<file path="src/rtl/cm3_sys_ctrl.sv">
`timescale 1ns/1ps
// cm3_sys_ctrl: Cortex-M3 system controller -- CPU reset sequencing, debug power-up
// handshake and external IRQ synchronisation onto INTISR.
module cm3_sys_ctrl #(
  parameter int unsigned        NUM_IRQ       = 16,
  parameter int unsigned        SYNC_STAGES   = 2,
  parameter logic [NUM_IRQ-1:0] IRQ_EDGE      = '0,
  parameter int unsigned        POR_CYCLES    = 16,
  parameter int unsigned        SYSRST_CYCLES = 8,
  parameter int unsigned        DBG_ACK_DLY   = 1,
  parameter bit                 LOCKUP_RST    = 1'b0
) (
  input  logic               clk,
  input  logic               rstn,
  input  logic               sysresetreq,
  input  logic               lockup,
  input  logic               cdbg_pwr_up_req,
  output logic               cdbg_pwr_up_ack,
  input  logic [NUM_IRQ-1:0] ext_irq,
  output logic [239:0]       intisr,
  output logic               cpu_rstn,
  output logic [1:0]         rst_cause
);

  localparam int unsigned CNT_MAX = (POR_CYCLES > SYSRST_CYCLES) ? POR_CYCLES : SYSRST_CYCLES;
  localparam int unsigned CNT_W   = $clog2(CNT_MAX + 1);
  localparam int unsigned DBG_W   = $clog2(DBG_ACK_DLY + 1);

  localparam logic [CNT_W-1:0] POR_LAST = CNT_W'(POR_CYCLES - 1);
  localparam logic [CNT_W-1:0] SYS_LAST = CNT_W'(SYSRST_CYCLES - 1);
  localparam logic [DBG_W-1:0] DBG_LAST = DBG_W'(DBG_ACK_DLY - 1);

  localparam logic [1:0] CAUSE_POR    = 2'b00;
  localparam logic [1:0] CAUSE_SYSREQ = 2'b01;
  localparam logic [1:0] CAUSE_LOCKUP = 2'b10;

  typedef enum logic [1:0] {
    POR_HOLD = 2'd0,
    RUN      = 2'd1,
    SYSRST   = 2'd2
  } state_t;

  state_t           state_q, state_d;
  logic [CNT_W-1:0] cnt_q, cnt_d;
  logic             cpu_rstn_d;
  logic [1:0]       cause_d;

  // Reset sequencer state and registered outputs
  always_ff @(posedge clk or negedge rstn) begin
    if (!rstn) begin
      state_q   <= POR_HOLD;
      cnt_q     <= '0;
      cpu_rstn  <= 1'b0;
      rst_cause <= CAUSE_POR;
    end else begin
      state_q   <= state_d;
      cnt_q     <= cnt_d;
      cpu_rstn  <= cpu_rstn_d;
      rst_cause <= cause_d;
    end
  end

  // Reset sequencer next-state; the SYSRST counter saturates while the core still requests reset
  always_comb begin
    state_d    = state_q;
    cnt_d      = cnt_q;
    cpu_rstn_d = cpu_rstn;
    cause_d    = rst_cause;
    case (state_q)
      POR_HOLD: begin
        cpu_rstn_d = 1'b0;
        if (cnt_q == POR_LAST) begin
          state_d    = RUN;
          cnt_d      = '0;
          cpu_rstn_d = 1'b1;
        end else begin
          cnt_d = cnt_q + CNT_W'(1);
        end
      end
      RUN: begin
        cpu_rstn_d = 1'b1;
        if (sysresetreq) begin
          state_d    = SYSRST;
          cnt_d      = '0;
          cpu_rstn_d = 1'b0;
          cause_d    = CAUSE_SYSREQ;
        end else if (LOCKUP_RST && lockup) begin
          state_d    = SYSRST;
          cnt_d      = '0;
          cpu_rstn_d = 1'b0;
          cause_d    = CAUSE_LOCKUP;
        end
      end
      SYSRST: begin
        cpu_rstn_d = 1'b0;
        if (cnt_q == SYS_LAST) begin
          if (!sysresetreq) begin
            state_d    = RUN;
            cnt_d      = '0;
            cpu_rstn_d = 1'b1;
          end
        end else begin
          cnt_d = cnt_q + CNT_W'(1);
        end
      end
      default: begin
        state_d    = POR_HOLD;
        cnt_d      = '0;
        cpu_rstn_d = 1'b0;
      end
    endcase
  end

  logic [DBG_W-1:0] dbg_cnt_q;

  // Debug power-up handshake: ack after DBG_ACK_DLY consecutive high samples of req
  always_ff @(posedge clk or negedge rstn) begin
    if (!rstn) begin
      dbg_cnt_q       <= '0;
      cdbg_pwr_up_ack <= 1'b0;
    end else if (!cdbg_pwr_up_req) begin
      dbg_cnt_q       <= '0;
      cdbg_pwr_up_ack <= 1'b0;
    end else if (!cdbg_pwr_up_ack) begin
      dbg_cnt_q <= dbg_cnt_q + DBG_W'(1);
      if (dbg_cnt_q == DBG_LAST) begin
        cdbg_pwr_up_ack <= 1'b1;
      end
    end
  end

  logic [SYNC_STAGES-1:0][NUM_IRQ-1:0] sync_q;
  logic [NUM_IRQ-1:0]                  synced;
  logic [NUM_IRQ-1:0]                  s_d;
  logic [NUM_IRQ-1:0]                  irq_q;

  assign synced = sync_q[SYNC_STAGES-1];

  // IRQ synchroniser and history keep tracking through CPU reset so held lines give no edge
  always_ff @(posedge clk or negedge rstn) begin
    if (!rstn) begin
      sync_q <= '0;
      s_d    <= '0;
      irq_q  <= '0;
    end else begin
      sync_q <= {sync_q[SYNC_STAGES-2:0], ext_irq};
      s_d    <= synced;
      irq_q  <= cpu_rstn ? (synced & ~(s_d & IRQ_EDGE)) : '0;
    end
  end

  always_comb begin
    intisr                = '0;
    intisr[NUM_IRQ-1:0]   = irq_q;
  end

endmodule

</file>
<file path="config.mk">
export PLATFORM = sky130hd
export DESIGN_NAME = cm3_sys_ctrl
export DESIGN_NICKNAME = d
export VERILOG_FILES = /design/src/rtl/cm3_sys_ctrl.sv
export SDC_FILE = /design/constraint.sdc
export NUM_CORES = 1
export LEC_CHECK = 0
export CORE_AREA = 2 2 104 106
export CTS_BUF_LIST = sky130_fd_sc_hd__clkbuf_2
export DETAILED_ROUTE_END_ITERATION = 8
export DIE_AREA = 0 0 106 108
export PLACE_DENSITY = 0.82
export SETUP_SLACK_MARGIN = 0.02
export SYNTH_ARGS = -nofsm -noshare
export SYNTH_HDL_FRONTEND = slang
export SYNTH_SLANG_ARGS = --single-unit
</file>
<file path="constraint.sdc">
create_clock -name clk -period 3.19 [get_ports clk]
set_input_delay 0.319 -clock clk [delete_from_list [all_inputs] [get_ports clk]]
set_output_delay 0.319 -clock clk [all_outputs]
set_load 0.005 [all_outputs]
</file>
; Yosys cells after proc, flatten, opt, wreduce, memory -nomap -nowiden
; Index checks and enable logic that the tools add are counted.
[totals]
register_bits = 59
latchBits = 0
ram_bits = 0
romBits = 0
in_bits = 21
output_inout_bits = 244
elab_cells = 45
n_memories = 0
[op_classes]
n_addsub = 2
mul = 0
div_mod_pow = 0
n_lt_le_gt_ge = 0
n_eq_ne = 10
shift = 0
n_mux = 20
bitwise = 0
reduce_logical = 4
[op_table]
columns = operator, count
row1 = 5-bit 2-to-1 mux, 4
row2 = 16-bit 2-to-1 mux, 1
row3 = 5-bit one-hot mux with 3 select lines, 1
row4 = 2-bit inequality test (second input constant), 5
row5 = 1-bit 2-to-1 mux, 8
row6 = 2-bit 2-to-1 mux, 4
row7 = 2-bit one-hot mux with 3 select lines, 1
row8 = 5-bit by 1-bit adder with 5-bit output (second input constant), 1
row9 = 5-bit by 3-bit == test with 1-bit output (second input constant), 1
row10 = 5-bit by 4-bit == test with 1-bit output (second input constant), 1
row11 = 2-bit AND reduction, 2
row12 = 4-bit AND reduction, 1
row13 = 3-bit inequality test (second input constant), 1
row14 = 1-bit one-hot mux with 3 select lines, 1
row15 = 2-bit by 1-bit == test with 1-bit output (second input constant), 1
row16 = 2-bit == test (second input constant), 1
row17 = 2-bit zero test, 1
row18 = 1-bit adder (second input constant), 1

; Longest topological paths before layout
; Gate-level depths: netlist (run 1).
[depth]
depth_word = 3
depth_mapped = 7
depth_no_buf = 7

; Worst setup path before layout (run 1)
; Ideal clock, no wire load.
[synth_timing]
path_type = register to register
from = register cnt_q[0]
to = register cnt_q[0]
setup_time_ns = 0.125
t_arrival_ns = 1.477
t_required_ns = 3.065
slack_ns = 1.588
path_stages_with_launch = 8
path_buffers = 0
synth_period_minus_slack_ns = 1.602
cell_sequence = dfrtp_1 > ha_1 > nand3_1 > inv_1 > ha_1 > nor2b_1 > a211oi_2 > mux2_4
[synth_between]
elab_chain_len = 3
elab_cells_between_ends = 8
cone_classes = add/sub: 1 / eq/ne: 3 / mux: 3 / reduce/logical: 1
[synth_lines]
columns = element, line_no
row1 = from (decl), 44  ; logic [CNT_W-1:0] cnt_q, cnt_d;
row2 = from (signal assigned), 57  ; cnt_q <= cnt_d;
row3 = "5-bit by 1-bit adder with 5-bit output, or another cell as far along", "77, 103"
row4 = "5-bit 2-to-1 mux, or another cell as far along", 96  ; if (cnt_q == SYS_LAST) begin
row5 = 5-bit one-hot mux with 3 select lines / 2-bit AND reduction (equally long branches), n/a
; Several ways; a longest one is shown, not always the timed one.
; A chain may end at the register's enable or synchronous reset.

; Worst setup path after layout (run 1)
[layout_timing]
from = register cpu_rstn
to = output cpu_rstn
[layout_rtl]
columns = element, line_no
row1 = from (decl), 21  ; output logic cpu_rstn,
row2 = from (signal assigned), 58  ; cpu_rstn <= cpu_rstn_d;
; No word-level cell between the ends.

==> results of run 1 <==
kinds of logic after synthesis:
group | Yosys count | share of synthesized area [%]
compound gates | 15 | 3.46
fa+ha+maj | 3 | 1.05
simple gates | 29 | 5.58
other cells | 1 | 0.105
buf+inv | 232 | 48.0
xor+xnor | 1 | 0.244
flops | 59 | 41.2
mux | 1 | 0.419
cells in the mapped netlist (all sizes together), types with 2 or more instances:
library cell | n | area share [%]
buf | 226 | 47
dfrtp | 59 | 41
and2 | 17 | 3.0
and2b | 2 | 0.45
o31ai | 3 | 1.0
a31oi | 2 | 0.35
inv | 5 | 0.52
ha | 3 | 1.0
o21ai | 4 | 0.56
power breakdown:
| group | total, mW | switching (mW) | internal (mW) |
|---|---|---|---|
| Clock | 0.462 | 0.279 | 0.183 |
| Combinational | 0.409 | 0.192 | 0.217 |
| Sequential | 0.946 | 0.0963 | 0.850 |
metal layers:
metal	GRT usage, %	routed length (um)
met4	3.20	78
met2	11.8	2540
met1	7.32	1480
met3	5.73	626
met5	0	0
cell usage in the layout (no fill, tap or decap), drive strengths merged:
master and count:
dlygate4sd3 1, nand3b 1, o31ai 3, and2b 2, nor3b 1, nand3 1
or3b 1, dfrtp 59, a22o 1, mux2 1, inv 5, clkinvlp 3
and4bb 1, nor2b 1, nand2 1, nand4bb 1, ha 3, a211oi 1
a32o 1, buf 2, a21boi 1, o22ai 1, clkinv 2, clkbuf 10
diode 1, clkdlybuf4s50 37, and3 1, o21ai 4, bufinv 1, conb 225
o22a 1, nand2b 1, a31oi 2, and2 17, xnor2 1
cell type report:
| cell class | count | area (um^2) |
|---|---|---|
| repair buffers | 40 | 393 |
| well taps | 136 | 170 |
| flip-flops and latches | 59 | 1480 |
| clock buffers | 10 | 50.0 |
| fillers | 1041 | 6820 |
| clock inverters | 6 | 66.3 |
| multi-input cells | 274 | 1230 |
| inverters | 5 | 18.8 |
| diodes | 1 | 2.50 |
state kept, by name, summed over array words and instances, names as in the netlist:
name and flops:
cdbg_pwr_up_ack 1, state_q 2, dbg_cnt_q 1, cpu_rstn 1, irq_q 16, cnt_q 5
rst_cause 1, sync_q 16, synced 16
path summary, 6_finish.rpt:
check                             from          to  slack, ns
max in group asynchronous         rstn   synced[7]       1.89
min in group asynchronous         rstn    irq_q[0]       0.46
setup / recovery              cpu_rstn    cpu_rstn       1.08
setup reg to reg              cnt_q[0]    cnt_q[0]       1.32
hold / removal             ext_irq[10]  sync_q[10]       0.25
hold reg to reg              sync_q[2]   synced[2]       0.35
metrics by stage:
| step | instance area [um^2] | power, mW | setup slack [ns] |
|---|---|---|---|
| after floorplan | 4430 | 1.38 | 1.59 |
| after global placement | 3280 | 1.33 | 1.51 |
| after detailed placement | 3280 | 1.36 | 1.37 |
| after CTS | 3400 | 1.85 | 0.991 |
| after global routing | 3400 | 1.94 | 0.895 |
| final | 3410 | 1.82 | 1.08 |
==> impl_metrics.sql, run 1 <==
INSERT INTO impl_metrics (metric_group, metric, value, unit) VALUES
('power', 'leakagePower', '1.86', 'nW'),
('yosys', 'post_synth_inst_count', '341', ''),
('routing', 'remaining_drc_errors', '0', ''),
('worst_setup_path', 'critPathCaptureType', 'output port', ''),
('worst_setup_path', 'path_max_fanout', '17', ''),
('yosys', 'ys_seq_area_share', '41.2', '%'),
('worst_setup_path', 'timing.reg2reg.worst_path_depth', '7', ''),
('routing', 'vias_per_cell', '2.96', ''),
('run', 'cap_violations', '0', ''),
('layout', 'drive_above_1_share', '6.09', '%'),
('sta', 'count_of_final_hold_check_violations', '0', ''),
('worst_setup_path', 'worst-endpoint-required', '2.87', 'ns'),
('sta', 'slew_headroom', '46.3', '%'),
('routing', 'first_pass_iters', '4', ''),
('clocking', 'total_cts_buffers', '9', ''),
('routing', 'drtIter0Drc', '34', ''),
('grt', 'grt_pass1_wl', '6200', 'um'),
('worst_setup_path', 'slowest_delay', '0.71', 'ns'),
('worst_setup_path', 'critical_path.cell_chain', 'clkdlybuf4s50_1', ''),
('grt', 'grt.total_usage', '7.47', '%'),
('yosys', 'syn_area_per_cell', '10.5', 'um^2'),
('run_status', 'status', 'complete, no violations', ''),
('yosys', 'syn_area', '3580', 'um^2'),
('floorplan', 'width_of_the_die', '106', 'um'),
('clocking', 'cts_root_buf', 'sky130_fd_sc_hd__clkbuf_2', ''),
('worst_setup_path', 'critPathArrivalTime', '1.79', 'ns'),
('sta', 'timing.final.setup_violations', '0', ''),
('sta', 'worst_hold_slack', '0.251', 'ns'),
('worst_setup_path', 'crit_cells', '1', ''),
('grt', 'number_of_antenna_violations_at_the_first_check_in_global_routing', '1', ''),
('clocking', 'max-clock-path-buffers', '2', ''),
('yosys', 'ys_warn_count', '0', ''),
('sta', 'final_max_slew_viol_count', '0', ''),
('routing', 'route.antenna.remaining_nets', '0', ''),
('clocking', 'cts.clk_slew.worst_paths', '0.19', 'ns'),
('yosys', 'synthDistinctLibCells', '31', ''),
('grt', 'grt_pass1_vias', '1181', ''),
('floorplan', 'die_area', '11400', 'um^2'),
('yosys', 'synth_ff_type', 'sky130_fd_sc_hd__dfrtp_1', ''),
('hold_path', 'min-delay-path-class', 'input port to register', ''),
('hold_path', 'hold-path-cell-count', '1', ''),
('sta', 'fin_worst_skew', '0.0315', 'ns'),
('clocking', 'htreeDepth', '3', ''),
('sta', 'max_clock_freq', '474', 'MHz'),
('place', 'place.port_buffers', '38', ''),
('clocking', 'cts-resized-gates', '0', ''),
('sta', 'unrepaired_setup_endpoints_after_global_routing', 'no', ''),
('routing', 'wl_per_cell', '8.88', 'um'),
('yosys', 'synth-edff-count', '0', ''),
('clocking', 'cts_tree', 'yes', ''),
('worst_setup_path', 'critical_path.n_buffers_inverters', '1', ''),
('worst_setup_path', 'cp_top_family', 'flip-flops', ''),
('worst_setup_path', 'worstSetupStartpointType', 'register', ''),
('place', 'gp_congestion', '0.691', ''),
('layout', 'final_nets', '413', ''),
('clocking', 'numClockSinks', '59', ''),
('floorplan', 'rows', '37', ''),
('sta', 'timing.final.crit_period', '2.11', 'ns'),
('grt', 'grt_max_degree', '38', ''),
('layout', 'area.growth.synth_to_final', '-4.96', '%'),
('worst_setup_path', 'critical_path_class', 'register to output port', ''),
('grt', 'grt_remaining_overflow', '0', ''),
('layout', 'final_core_utilization', '33.3', '%'),
('yosys', 'async_flop_share', '100', '%'),
('floorplan', 'die-height', '108', 'um'),
('sta', 'finalCritPeriodShare', '66.1', '%'),
('sta', 'tightestPinTransition', '0.805', 'ns'),
('layout', 'layoutNonFillerInstCount', '531', ''),
('routing', 'postRouteWirelength', '4720', 'um'),
('yosys', 'ys_ff_latch', '59', ''),
('sta', 'setup_tns', '0', 'ns'),
('floorplan', 'floorplan.initialDensity', '35.0', '%'),
('clocking', 'clk-insertion-delay-late', '0.47', 'ns'),
('power', 'powerDensity', '533', 'nW/um^2'),
('worst_setup_path', 'cpMaxStageDelayCell', 'sky130_fd_sc_hd__dfrtp_1', ''),
('place', 'placedCellCount', '513', ''),
('routing', 'dr_total_vias', '1572', ''),
('clocking', 'cts_hold_buffers', '1', ''),
('place', 'detailed_place_hpwl', '3640', 'um'),
('floorplan', 'placeableCoreArea', '10200', 'um^2'),
('clocking', 'number_of_post_cts_setup_repair_buffers', '0', ''),
('power', 'worst_ir_drop_vdd', '0.000249', 'V'),
('floorplan', 'top_level_ports', '265', '');
(Power assumes the default switching activity.)
==> run 2: changes to the inputs <==
--- a/config.mk
+++ b/config.mk
@@ -5,11 +5,11 @@
 export SDC_FILE = /design/constraint.sdc
 export NUM_CORES = 1
 export LEC_CHECK = 0
-export CORE_AREA = 2 2 104 106
+export CORE_MARGIN = 1.5
+export CORE_UTILIZATION = 36
 export CTS_BUF_LIST = sky130_fd_sc_hd__clkbuf_2
 export DETAILED_ROUTE_END_ITERATION = 8
-export DIE_AREA = 0 0 106 108
-export PLACE_DENSITY = 0.82
+export PLACE_DENSITY = 0.84
 export SETUP_SLACK_MARGIN = 0.02
 export SYNTH_ARGS = -nofsm -noshare
 export SYNTH_HDL_FRONTEND = slang
==> constraint.sdc (replaced) <==
create_clock -name clk -period 2.2 [get_ports clk]
set_input_delay 0.22 -clock clk [delete_from_list [all_inputs] [get_ports clk]]
set_output_delay 0.22 -clock clk [all_outputs]
set_load 0.005 [all_outputs]
==> run 2 against run 1 <==
  * Global-route usage rose by 0.75 points
  * Utilization up 2.2 points
  * Critical path depth up 6
  * Largest power group unchanged
==> impl_metrics.sql, run 2 (synthesis results as in run 1) <==
INSERT INTO impl_metrics (metric_group, metric, value, unit) VALUES
('run_status', 'status', 'complete, no violations', ''),
('power', 'sequential_group_share_of_total_power', '47.1', '%'),
('place', 'gp_congestion', '0.638', ''),
('routing', 'dr_total_vias', '1592', ''),
('layout', 'final_core_utilization', '35.5', '%'),
('layout', 'n_fill_cell', '1014', ''),
('place', 'place_ws', '0.355', 'ns'),
('power', 'power.share.clock', '30.6', '%'),
('power', 'netSwitchingFraction', '28.3', '%'),
('worst_setup_path', 'path_max_fanout', '5', ''),
('sta', 'max_clock_freq', '529', 'MHz'),
('layout', 'post-route-cell-area', '3450', 'um^2'),
('hold_path', 'min-delay-path-class', 'input port to async pin', ''),
('layout', 'area.growth.synth_to_final', '-3.66', '%'),
('clocking', 'total_cts_buffers', '9', ''),
('floorplan', 'placeableCoreArea', '9730', 'um^2'),
('place', 'place.port_buffers', '38', ''),
('layout', 'highest_count_cells_in_the_layout_ignoring_fill_and_taps', 'sky130_fd_sc_hd__conb_1, sky130_fd_sc_hd__dfrtp_1, sky130_fd_sc_hd__clkdlybuf4s50_1', ''),
('power', 'intPower', '2.05', 'mW'),
('sta', 'timing.final.crit_period', '1.89', 'ns'),
('power', 'worst_ir_drop_vdd', '0.000371', 'V'),
('sta', 'finalWorstSetupSlack', '0.309', 'ns'),
('routing', 'vias_per_cell', '3.01', ''),
('grt', 'grt_pass1_vias', '1304', ''),
('floorplan', 'top_level_ports', '265', ''),
('run', 'cap_violations', '0', ''),
('worst_setup_path', 'worstSetupStartpointType', 'register', ''),
('layout', 'drive_above_1_share', '6.31', '%'),
('place', 'detailed_place_hpwl', '3590', 'um'),
('sta', 'final_max_slew_viol_count', '0', ''),
('routing', 'route.antenna.remaining_nets', '0', ''),
('clocking', 'cts-resized-gates', '0', ''),
('sta', 'fin_worst_skew', '0.0193', 'ns'),
('sta', 'timing.final.setup_violations', '0', ''),
('routing', 'drtIter0Drc', '42', ''),
('sta', 'finalCritPeriodShare', '86.0', '%'),
('sta', 'unrepaired_setup_endpoints_after_global_routing', 'no', ''),
('power', 'power_spent_charging_and_discharging_nets', '0.808', 'mW'),
('worst_setup_path', 'worst-endpoint-required', '2.56', 'ns'),
('floorplan', 'die_area', '10600', 'um^2'),
('place', 'detailed_place.area', '3290', 'um^2'),
('floorplan', 'rows', '36', ''),
('sta', 'count_of_final_hold_check_violations', '0', ''),
('grt', 'grt_max_degree', '29', ''),
('clocking', 'cts_hold_buffers', '1', ''),
('layout', 'antenna_fix_cells', '0', ''),
('routing', 'first_pass_iters', '4', ''),
('layout', 'layoutNonFillerInstCount', '529', ''),
('clocking', 'max-clock-path-buffers', '2', ''),
('sta', 'setup_tns', '0', 'ns'),
('worst_setup_path', 'critical_path_class', 'register to register', ''),
('floorplan', 'die-height', '103', 'um'),
('clocking', 'clk-insertion-delay-late', '0.45', 'ns'),
('layout', 'final_nets', '415', ''),
('grt', 'grt_pass1_wl', '6380', 'um'),
('clocking', 'cts_root_buf', 'sky130_fd_sc_hd__clkbuf_2', ''),
('floorplan', 'width_of_the_die', '103', 'um'),
('grt', 'grt_remaining_overflow', '0', ''),
('clocking', 'cts_tree', 'yes', ''),
('routing', 'postRouteWirelength', '4550', 'um'),
('routing', 'wl_per_cell', '8.60', 'um'),
('clocking', 'numClockSinks', '59', ''),
('grt', 'grt.total_usage', '8.22', '%'),
('power', 'leakagePower', '1.90', 'nW'),
('power', 'comb_power_share', '22.4', '%'),
('worst_setup_path', 'critPathCaptureType', 'register', ''),
('clocking', 'number_of_post_cts_setup_repair_buffers', '0', ''),
('clocking', 'cts.clk_slew.worst_paths', '0.17', 'ns'),
('grt', 'number_of_antenna_violations_at_the_first_check_in_global_routing', '0', ''),
('power', 'powerDensity', '827', 'nW/um^2'),
('routing', 'remaining_drc_errors', '0', ''),
('place', 'placedCellCount', '512', ''),
('layout', 'final_common_cell', 'sky130_fd_sc_hd__conb_1', ''),
('clocking', 'htreeDepth', '3', ''),
('floorplan', 'floorplan.initialDensity', '36.8', '%'),
('worst_setup_path', 'critPathArrivalTime', '2.25', 'ns');
-- run 2: worst max-delay path: stages, from the launching register on --
cell                       delay (ns)
sky130_fd_sc_hd__dfrtp_1         0.44
sky130_fd_sc_hd__ha_1            0.26
sky130_fd_sc_hd__nand3_1         0.14
sky130_fd_sc_hd__inv_1           0.09
sky130_fd_sc_hd__ha_1            0.14
sky130_fd_sc_hd__nor2b_1         0.34
sky130_fd_sc_hd__a211oi_2        0.12
sky130_fd_sc_hd__mux2_4          0.29
-- run 2: final cells by class --
class / instances / area (um^2) / share of cell area (%)
Multi-Input combinational cell: 274 / 1230 / 35.6
Inverter: 5 / 18.8 / 0.543
Clock inverter: 6 / 104 / 3.01
Clock buffer: 10 / 50.0 / 1.45
Tap cell: 133 / 166 / 4.82
Timing Repair Buffer: 42 / 408 / 11.8
Sequential cell: 59 / 1480 / 42.8
-- run 2: power groups by stage --
stage	registers (mW)	logic [mW]	clock network, mW
floorplan	1.34	0.661	0
global placement	1.35	0.590	0
detailed placement	1.37	0.637	0
CTS	1.34	0.641	0.920
global route	1.37	0.729	0.970
finish	1.34	0.638	0.873
-- run 2: through the flow --
| step | hold slack [ns] | power [mW] |
|---|---|---|
| floorplan | -0.0756 | 2.00 |
| global placement | 0.137 | 1.94 |
| detailed placement | 0.142 | 2.00 |
| CTS | 0.111 | 2.91 |
| global route | 0.101 | 3.06 |
| finish | 0.176 | 2.86 |
-- run 2: per-layer routing --
layer  global-route usage (%)  share of wire, %  wire length, um  vias to the layer above
met5                        0                 0                0                        -
met2                     13.1                52             2370                      129
li1                         -                 -                -                      709
met3                     4.75                12              566                        5
met1                     8.85                35             1570                      749
met4                     3.74              0.79               36                        0
-- run 2: final timing paths --
| check | depth (start not counted) | startpoint | endpoint | slack (ns) |
|---|---|---|---|---|
| worst max-delay path | 7 | cnt_q[0] | cnt_q[0] | 0.31 |
| worst min-delay path | 2 | rstn | rst_cause[0] | 0.18 |
| worst max register to register | 7 | cnt_q[0] | cnt_q[0] | 0.31 |
| worst min register to register | 0 | sync_q[10] | synced[10] | 0.36 |
| max in group asynchronous | 3 | rstn | irq_q[7] | 1.32 |
| min in group clk | 1 | ext_irq[2] | sync_q[2] | 0.18 |
